**config.mk**
```make
export PLATFORM = sky130hd
export DESIGN_NAME = vga_timing_gen
export DESIGN_NICKNAME = d
export VERILOG_FILES = /design/src/rtl/vga_pkg.sv /design/src/rtl/vga_pix_prescaler.sv /design/src/rtl/vga_timing_gen.sv
export SDC_FILE = /design/constraint.sdc
export NUM_CORES = 1
export LEC_CHECK = 0
export BUFFER_PORTS_ARGS = -buffer_cell sky130_fd_sc_hd__buf_4
export CAP_MARGIN = 20
export CORE_ASPECT_RATIO = 0.9
export CORE_UTILIZATION = 25
export CTS_CLUSTER_SIZE = 12
export DETAILED_ROUTE_END_ITERATION = 10
export GPL_ROUTABILITY_DRIVEN = 1
export PLACE_DENSITY = 0.49
export SLEW_MARGIN = 20
export SYNTH_ARGS = -nofsm -noshare
export SYNTH_HDL_FRONTEND = slang
export SYNTH_HIERARCHICAL = 1
export SYNTH_SLANG_ARGS = --single-unit
export TNS_END_PERCENT = 30
```
**constraint.sdc**
```tcl
create_clock -name clk -period 3.5 [get_ports clk]
set_input_delay 1.05 -clock clk [delete_from_list [all_inputs] [get_ports clk]]
set_output_delay 1.05 -clock clk [all_outputs]
set_load 0.05 [all_outputs]
```
**src/rtl/vga_pkg.sv**
```systemverilog
// vga_pkg: shared constants and types for the VGA display path.
//   - Default 800x600@60 SVGA timing (SVGA_H_*/SVGA_V_*) and derived totals.
//   - Coordinate widths X_W/Y_W, also used by the framebuffer.
//   - rgb_t: 12-bit pixel layout {R[11:8], G[7:4], B[3:0]}.
//   - phase_e / phase_of(): decode of a scan counter into ACTIVE/FP/SYNC/BP.
package vga_pkg;

  localparam int SVGA_H_ACTIVE = 800;
  localparam int SVGA_H_FP     = 40;
  localparam int SVGA_H_SYNC   = 128;
  localparam int SVGA_H_BP     = 88;
  localparam int SVGA_V_ACTIVE = 600;
  localparam int SVGA_V_FP     = 1;
  localparam int SVGA_V_SYNC   = 4;
  localparam int SVGA_V_BP     = 23;

  localparam int SVGA_H_TOTAL = SVGA_H_ACTIVE + SVGA_H_FP + SVGA_H_SYNC + SVGA_H_BP;
  localparam int SVGA_V_TOTAL = SVGA_V_ACTIVE + SVGA_V_FP + SVGA_V_SYNC + SVGA_V_BP;

  localparam int X_W   = 11;
  localparam int Y_W   = 10;
  localparam int RGB_W = 12;

  typedef struct packed {
    logic [3:0] r;
    logic [3:0] g;
    logic [3:0] b;
  } rgb_t;

  typedef enum logic [1:0] {
    PH_ACTIVE,
    PH_FP,
    PH_SYNC,
    PH_BP
  } phase_e;

  // Phase boundaries are elaboration constants, so the sums fold away and
  // only comparators remain in hardware.
  function automatic phase_e phase_of(input logic [15:0] cnt, input int act,
                                      input int fp, input int sync);
    phase_e ph;
    if (cnt < 16'(act))                 ph = PH_ACTIVE;
    else if (cnt < 16'(act + fp))       ph = PH_FP;
    else if (cnt < 16'(act + fp + sync)) ph = PH_SYNC;
    else                                ph = PH_BP;
    return ph;
  endfunction

endpackage

```
**src/rtl/vga_pix_prescaler.sv**
```systemverilog
// vga_pix_prescaler: pixel-rate tick generator.
//   clk        in   system clock
//   rst        in   asynchronous active-low reset
//   o_pix_tick out  high on the clk where the counter sits at CLK_DIV-1
// With CLK_DIV=1 the counter never leaves 0, so the tick is constant high.
module vga_pix_prescaler #(
  parameter int CLK_DIV = 1
) (
  input  logic clk,
  input  logic rst,
  output logic o_pix_tick
);

  localparam logic [3:0] LAST = 4'(CLK_DIV - 1);

  logic [3:0] r_cnt;

  always_ff @(posedge clk or negedge rst) begin
    if (!rst)              r_cnt <= '0;
    else if (r_cnt == LAST) r_cnt <= '0;
    else                   r_cnt <= r_cnt + 4'd1;
  end

  assign o_pix_tick = (r_cnt == LAST);

endmodule

```
**src/rtl/vga_timing_gen.sv**
```systemverilog
// vga_timing_gen: display scan engine.
//   clk, rst            clock, asynchronous active-low reset
//   colour_in[11:0]     framebuffer pixel for the current x/y (same cycle)
//   x[10:0], y[9:0]     framebuffer read address, 0 outside the visible area
//   frame_trig          one-clk pulse when the scan enters vertical blanking
//   active              registered visible flag, aligned with RGB
//   hsync, vsync        registered syncs, SYNC_POL active
//   vga_r/g/b[3:0]      registered colour, zero during blanking
// Counters advance on the pixel tick; RGB, syncs and active all come from a
// single register stage so they leave the block mutually aligned.
module vga_timing_gen
  import vga_pkg::*;
#(
  parameter int H_ACTIVE = SVGA_H_ACTIVE,
  parameter int H_FP     = SVGA_H_FP,
  parameter int H_SYNC   = SVGA_H_SYNC,
  parameter int H_BP     = SVGA_H_BP,
  parameter int V_ACTIVE = SVGA_V_ACTIVE,
  parameter int V_FP     = SVGA_V_FP,
  parameter int V_SYNC   = SVGA_V_SYNC,
  parameter int V_BP     = SVGA_V_BP,
  parameter bit SYNC_POL = 1'b1,
  parameter int CLK_DIV  = 1
) (
  input  logic             clk,
  input  logic             rst,
  input  logic [RGB_W-1:0] colour_in,
  output logic [X_W-1:0]   x,
  output logic [Y_W-1:0]   y,
  output logic             frame_trig,
  output logic             active,
  output logic             hsync,
  output logic             vsync,
  output logic [3:0]       vga_r,
  output logic [3:0]       vga_g,
  output logic [3:0]       vga_b
);

  localparam int H_TOTAL = H_ACTIVE + H_FP + H_SYNC + H_BP;
  localparam int V_TOTAL = V_ACTIVE + V_FP + V_SYNC + V_BP;

  logic           w_pix_tick;
  logic [X_W-1:0] r_h_cnt;
  logic [Y_W-1:0] r_v_cnt;
  logic           w_h_last;
  logic           w_v_last;
  phase_e         w_h_phase;
  phase_e         w_v_phase;
  logic           w_visible;

  rgb_t           r_rgb;
  logic           r_active;
  logic           r_hsync;
  logic           r_vsync;

  vga_pix_prescaler #(.CLK_DIV(CLK_DIV)) u_presc (
    .clk        (clk),
    .rst        (rst),
    .o_pix_tick (w_pix_tick)
  );

  assign w_h_last = (r_h_cnt == X_W'(H_TOTAL - 1));
  assign w_v_last = (r_v_cnt == Y_W'(V_TOTAL - 1));

  always_ff @(posedge clk or negedge rst) begin
    if (!rst) begin
      r_h_cnt <= '0;
      r_v_cnt <= '0;
    end else if (w_pix_tick) begin
      if (w_h_last) begin
        r_h_cnt <= '0;
        r_v_cnt <= w_v_last ? '0 : r_v_cnt + 1'b1;
      end else begin
        r_h_cnt <= r_h_cnt + 1'b1;
      end
    end
  end

  assign w_h_phase = phase_of(16'(r_h_cnt), H_ACTIVE, H_FP, H_SYNC);
  assign w_v_phase = phase_of(16'(r_v_cnt), V_ACTIVE, V_FP, V_SYNC);
  assign w_visible = (w_h_phase == PH_ACTIVE) && (w_v_phase == PH_ACTIVE);

  // Address is clamped to 0 in blanking so the framebuffer index stays in range.
  assign x = (w_h_phase == PH_ACTIVE) ? r_h_cnt : '0;
  assign y = (w_v_phase == PH_ACTIVE) ? r_v_cnt : '0;

  always_ff @(posedge clk or negedge rst) begin
    if (!rst) begin
      r_rgb    <= '0;
      r_active <= 1'b0;
      r_hsync  <= ~SYNC_POL;
      r_vsync  <= ~SYNC_POL;
    end else if (w_pix_tick) begin
      r_rgb    <= w_visible ? rgb_t'(colour_in) : '0;
      r_active <= w_visible;
      r_hsync  <= (w_h_phase == PH_SYNC) ? SYNC_POL : ~SYNC_POL;
      r_vsync  <= (w_v_phase == PH_SYNC) ? SYNC_POL : ~SYNC_POL;
    end
  end

  // Qualified by the tick so the pulse is one clk wide even when the counters
  // dwell on (0, V_ACTIVE) for CLK_DIV clks.
  assign frame_trig = w_pix_tick && (r_h_cnt == '0) && (r_v_cnt == Y_W'(V_ACTIVE));

  assign active = r_active;
  assign hsync  = r_hsync;
  assign vsync  = r_vsync;
  assign vga_r  = r_rgb.r;
  assign vga_g  = r_rgb.g;
  assign vga_b  = r_rgb.b;

endmodule

```
# [Word level (Yosys, flattened, before mapping)]
# Index checks and enable logic that the tools add are counted.
[word_totals] regBits=40 wordCells=45 output_inout_bits=37 inputBits=14
[classes] mux=14 eq_ne=5 n_addsub=3 magnitude_cmp=6 reduce_logical=8
[op_table] op="$lt 11x10->1 const B" count=3
[op_table] op="$lt 10x10->1 const B" count=3
[op_table] op="$mux 11" count=2
[op_table] op="$eq 10x10->1 const B" count=2
[op_table] op="$mux 10" count=2
[op_table] op="$mux 12" count=1
[op_table] op="$add 11x1->11 const B" count=1
[op_table] op="$eq 11x11->1 const B" count=1
[op_table] op="$logic_not 11->1" count=1
[op_table] op="$add 10x1->10 const B" count=1
[op_table] op="$mux 2" count=4
[op_table] op="$add 4x1->4 const B" count=1
[op_table] op="$eq 2x2->1 const B" count=2
[op_table] op="$logic_not 2->1" count=2
[op_table] op="$logic_not 4->1" count=1
[op_table] op="$mux 1" count=4
[op_table] op="$mux 4" count=1
[op_table] op="$logic_and 1x1->1" count=3
[op_table] op="$reduce_and 2->1" count=1

# [Logic depth before layout (Yosys ltp)]
[logic_depth] depth_word=7 mapped_depth=7 mapped_depth_nobuf=7

# [Cells and area by module]
# Netlist, hierarchy kept.
[by_module_without_submodules] module="vga_timing_gen" seq_area_each_um2=900.9 cells_each=219 area_each_um2=2028.2 n_inst=1
[by_module_without_submodules] module="vga_pix_prescaler" seq_area_each_um2=100.1 cells_each=16 area_each_um2=191.4 n_inst=1

# [Worst setup path after synthesis]
# No wires, ideal clock.
[synth_timing] path_kind="register -> output" startpoint="register u_presc.r_cnt[0]" endpoint="output port frame_trig" slack_ns=-0.372 stages_incl_launch_ff=7 path_buffers=1 t_arrival_ns=2.822 required_time_ns=2.450 cell_sequence="dfrtp_1 -> inv_1 -> ha_1 -> nor3b_2 -> clkbuf_1 -> nand4b_1 -> nor4_1"
[synth_between] elab_chain_len=3
[synth_lines] element="start: declaration" line="vga_pix_prescaler.sv:16" rtl="logic [3:0] r_cnt;"
[synth_lines] element="start signal: assignment" line="vga_pix_prescaler.sv:21" rtl="else r_cnt <= r_cnt + 4'd1;"
[synth_lines] element="$logic_not 4->1" line="vga_pix_prescaler.sv:24" rtl="assign o_pix_tick = (r_cnt == LAST);"
[synth_lines] element="via w_pix_tick" line="vga_timing_gen.sv:42" rtl="logic w_pix_tick;"
[synth_lines] element="$logic_and 1x1->1 (2 in series)" line="vga_timing_gen.sv:103" rtl="assign frame_trig = w_pix_tick && (r_h_cnt == '0) && (r_v_cnt == Y_W'(V_ACTIVE));"
[synth_lines] element="end: declaration" line="vga_timing_gen.sv:30" rtl="output logic frame_trig,"
# The timed path passes the listed nets, and every way through them passes these cells.

# [Worst setup path in the final report]
[layout_timing] startpoint="register r_v_cnt[5]" endpoint="output port y[4]"
[layout_between] elab_chain_len=6 elab_cells_between_ends=8 classes_between="3 x order compare; 4 x mux; 1 x reduce/logical"
[layout_lines] element="start: declaration" line="vga_timing_gen.sv:44" rtl="logic [Y_W-1:0] r_v_cnt;"
[layout_lines] element="start signal: assignment" line="vga_timing_gen.sv:72" rtl="r_v_cnt <= w_v_last ? '0 : r_v_cnt + 1'b1;"
[layout_lines] element="$lt 10x10->1" line="vga_pkg.sv:44" rtl="else if (cnt < 16'(act + fp + sync)) ph = PH_SYNC;"
[layout_lines] element="$mux 1" line="vga_pkg.sv:44"
[layout_lines] element="$mux 2" line="vga_pkg.sv:43" rtl="else if (cnt < 16'(act + fp)) ph = PH_FP;"
[layout_lines] element="$mux 2 *" line="vga_pkg.sv:42" rtl="if (cnt < 16'(act)) ph = PH_ACTIVE;"
[layout_lines] element="$logic_not 2->1 *" line="vga_timing_gen.sv:85" rtl="assign y = (w_v_phase == PH_ACTIVE) ? r_v_cnt : '0;"
[layout_lines] element="$mux 10 *" line="vga_timing_gen.sv:85"
[layout_lines] element="end: declaration" line="vga_timing_gen.sv:29" rtl="output logic [Y_W-1:0] y,"
# Every way passes the cells marked *; elsewhere a longest branch is shown, timed or not.

==> impl_summary.md <==
Logic synthesis
The net count of the mapped netlist is 255. The fraction of synthesis flops using an asynchronous set or reset pin is 100%. Summing every instance area after synthesis gives 2220 um2.

By instance count, the leading cell after synthesis is sky130_fd_sc_hd__dfrtp_1. The share of the Yosys chip area taken by registers is 45.1%. The most frequently used flop master after synthesis is sky130_fd_sc_hd__dfrtp_1. Averaged over all synthesized cells, the footprint is 9.45 um2. The cell type contributing the most total cell area after synthesis is sky130_fd_sc_hd__dfrtp_1.

After synthesis, the cell types taking the most area are sky130_fd_sc_hd__dfrtp_1 45%, sky130_fd_sc_hd__inv_1 5.4%, sky130_fd_sc_hd__and2_1 5.1%, sky130_fd_sc_hd__xnor2_1 4.3%, sky130_fd_sc_hd__o22ai_1 3.7%. During synthesis, Yosys emitted a total of 6 warnings. The synthesized netlist cell count is 235. Counting instances in the post-synthesis netlist gives the leading cell types as 40 x sky130_fd_sc_hd__dfrtp_1, 32 x sky130_fd_sc_hd__inv_1, 18 x sky130_fd_sc_hd__and2_1. The number of distinct library cells after synthesis is 46. In this run, synthesis produced a sequential element count of 40. The top-area cell type share of the netlist area is 45.1%.

The number of enable-type register cells in the synthesized netlist is 0.

Cells and area
Cells with a size suffix above 1 make up 24.9% of the layout. At the end of the flow, the number of nets in the layout was 300. The filler cell count is 916. The antenna diode count is 0. The signed area change from the synthesized netlist to the final layout is 25.6%.

Detailed routing
The wire length reported by the detailed router is 4990 um. In the routed design, unresolved DRC markers number 0. The number of antenna-violating nets in the routed design is 0.

The vias per cell is 4.32. The first routing iteration left 84 violations. The total vias in the final route is 1726. The average routed wire per standard cell is 12.5 um. The number of detailed-routing iterations run before antenna repair is 4.

Clock network
The number of gates given a new drive strength after cts is 0. The number of buffers added to fix hold violations after cts is 0. No sink is reached through more buffers than the 2 on the longest clock path. The CTS buffer count is 5. The cell at the root of the clock tree is sky130_fd_sc_hd__clkbuf_8. Buffers added to address setup during post-CTS repair amount to 0. The clock latency at the later pin of the worst-skew pair is 0.29 ns. For this design, the sink count on the clock tree is 40. TritonCTS built the clock tree.

The number of levels the H-tree was split into is 2. The clock edge transition at the registers on the reported setup and hold paths is 0.08 ns.

Floorplan
The starting density of the core is 25.8%. The die width is 101 um. The site row count is 32.

The total area inside the core boundary comes to 8610 um2. The die footprint is 9260 um2. The count of boundary I/O pins is 51.

The die span in y is 91.4 um.

GRT
Entering global routing, the biggest net connects 41 pins. For this run, the total global-route usage over all layers was measured as 11.5%. The initial antenna violation count is 0. The remaining global-route overflow is 0.

The first-pass GRT wire length is 8380 um. The number of global-route vias before repair was 1715.

Pwr
The maximum resistive drop on vdd is 0.000135 V. The total power per unit cell area is 312 nW/um2. The leakage power of the design is 0.00131 uW.

Job
The max-capacitance violation count is 0.

STA
Subtracting the final worst setup slack from the clock period gives 3.17 ns. For the pin with the worst max-slew slack, the measured transition is 0.756 ns. The tightest slew margin relative to the limit is 49.6%. The setup slack after layout is 0.334 ns. Derived from the worst setup path, the maximum achievable clock frequency is 316 MHz. The total negative slack is 0 ns. The count of pins over their slew limit was 0.

Setup repair after global routing left no endpoint under its margin. The number of endpoints with negative hold slack in the final report is 0. The post-route clock skew is 0.00751 ns. Setup violations remaining at the end of the flow were counted as 0. The period utilization is 90.5%.

Setup path
The critical path class is reg -> out. The kind of end point of the critical path is an output pin. The cell family with the largest share of critical-path delay is compound AO/OA/AOI/OAI gates. Measured in cells, the most critical reg-to-reg path has a length of 8. The number of buffers and inverters on the critical path is 1.

The slowest stage of the critical path belongs to the cell sky130_fd_sc_hd__a22oi_1. STA puts the critical path data arrival time at 2.12 ns. The maximum fanout encountered on the critical timing path is 10. The number of cells on the critical path is 4. STA classifies the critical path startpoint as a flop.

The critical path goes through a211o_1 > a22oi_1 > and2_1 > buf_4. The maximum single-stage delay on the critical path is 0.59 ns. At the worst endpoint, the required time is 2.45 ns.

Placed design
Detailed placement finished with a half-perimeter wire length of 3510 um. The minimum setup slack after placement is 0.615 ns. Port buffering added 49 buffers. The congestion estimate from routability-driven global placement came to 0.786.

Run status
The run finished with clean final reports.

Worst hold path
The number of cells on the worst hold path is 1. The min-delay analysis places its worst path in the category reg -> reg.
where the power goes:
group / total, uW / switching [uW] / internal (uW)
clock: 329 / 170 / 160
sequential: 472 / 3.31 / 469
combinational: 68.1 / 46.0 / 22.1
total: 870 / 219 / 651
final cells by class:
| type | count | area (um2) | share of cell area [%] |
|---|---|---|---|
| multi-input cells | 151 | 1050 | 37.5 |
| clock buffers | 6 | 82.6 | 2.96 |
| inverters | 32 | 120 | 4.31 |
| well taps | 119 | 149 | 5.34 |
| flip-flops and latches | 40 | 1000 | 35.9 |
| repair buffers | 50 | 375 | 13.5 |
| clock inverters | 2 | 15.0 | 0.538 |
metrics by stage:
step | std cells | utilization, % | total power [uW] | hold slack (ns) | instance area, um2
floorplan | 235 | - | 518 | 0.455 | 2230
global placement | 392 | 31.3 | 551 | 0.483 | 2690
detailed placement | 392 | 31.3 | 551 | 0.477 | 2690
CTS | 400 | 32.4 | 886 | 0.490 | 2790
global route | 400 | 32.4 | 906 | 0.517 | 2790
finish | 400 | 32.4 | 870 | 0.491 | 2790
final timing paths:
| kind | start | end | slack, ns |
|---|---|---|---|
| min reg2reg | u_presc/r_cnt[0] | u_presc/r_cnt[0] | 0.49 |
| min | u_presc/r_cnt[0] | u_presc/r_cnt[0] | 0.49 |
| min in group asynchronous | rst | vga_b[2] | 0.73 |
| max in group asynchronous | rst | r_v_cnt[0] | 2.41 |
| max | r_v_cnt[5] | y[4] | 0.33 |
| max reg2reg | u_presc/r_cnt[0] | r_v_cnt[9] | 1.01 |
sequential cells by signal, indices dropped and copies added, names as in the netlist:
register       cells
active             1
hsync              1
r_h_cnt           11
r_v_cnt           10
u_presc/r_cnt      4
vga_b              4
vga_g              4
vga_r              4
vsync              1
metal layers:
metal / vias to the layer above / GRT usage (%) / wire, um
met5: - / 0 / 0
met4: 0 / 2.54 / 15
met3: 2 / 3.08 / 230
met2: 41 / 17.9 / 2190
met1: 798 / 15.9 / 2550
li1: 885 / - / -
cell families after synthesis:
kind of cell             Yosys count  share of synthesized area (%)
AND/OR/NAND/NOR                   93                           25.6
buffers and inverters             44                           8.34
flip-flops                        40                           45.1
AO/OA/AOI/OAI                     33                           10.2
XOR/XNOR                          17                           6.71
adder cells (fa/ha/maj)            6                           3.38
other                              1                          0.169
multiplexers                       1                          0.451
layout by cell type, fill, tap and decap left out, types with 6 or more instances in the layout:
cell and instances:
sky130_fd_sc_hd__nand2_1 17, sky130_fd_sc_hd__buf_4 50, sky130_fd_sc_hd__clkbuf_8 6, sky130_fd_sc_hd__o22ai_1 13, sky130_fd_sc_hd__nor2_1 10, sky130_fd_sc_hd__dfrtp_1 40
sky130_fd_sc_hd__nand3_1 7, sky130_fd_sc_hd__xor2_1 6, sky130_fd_sc_hd__and3_1 6, sky130_fd_sc_hd__ha_1 6, sky130_fd_sc_hd__and2_1 18, sky130_fd_sc_hd__inv_1 32
sky130_fd_sc_hd__nand4_1 8, sky130_fd_sc_hd__xnor2_1 11
No activity file was read; power rests on OpenSTA's default activity.
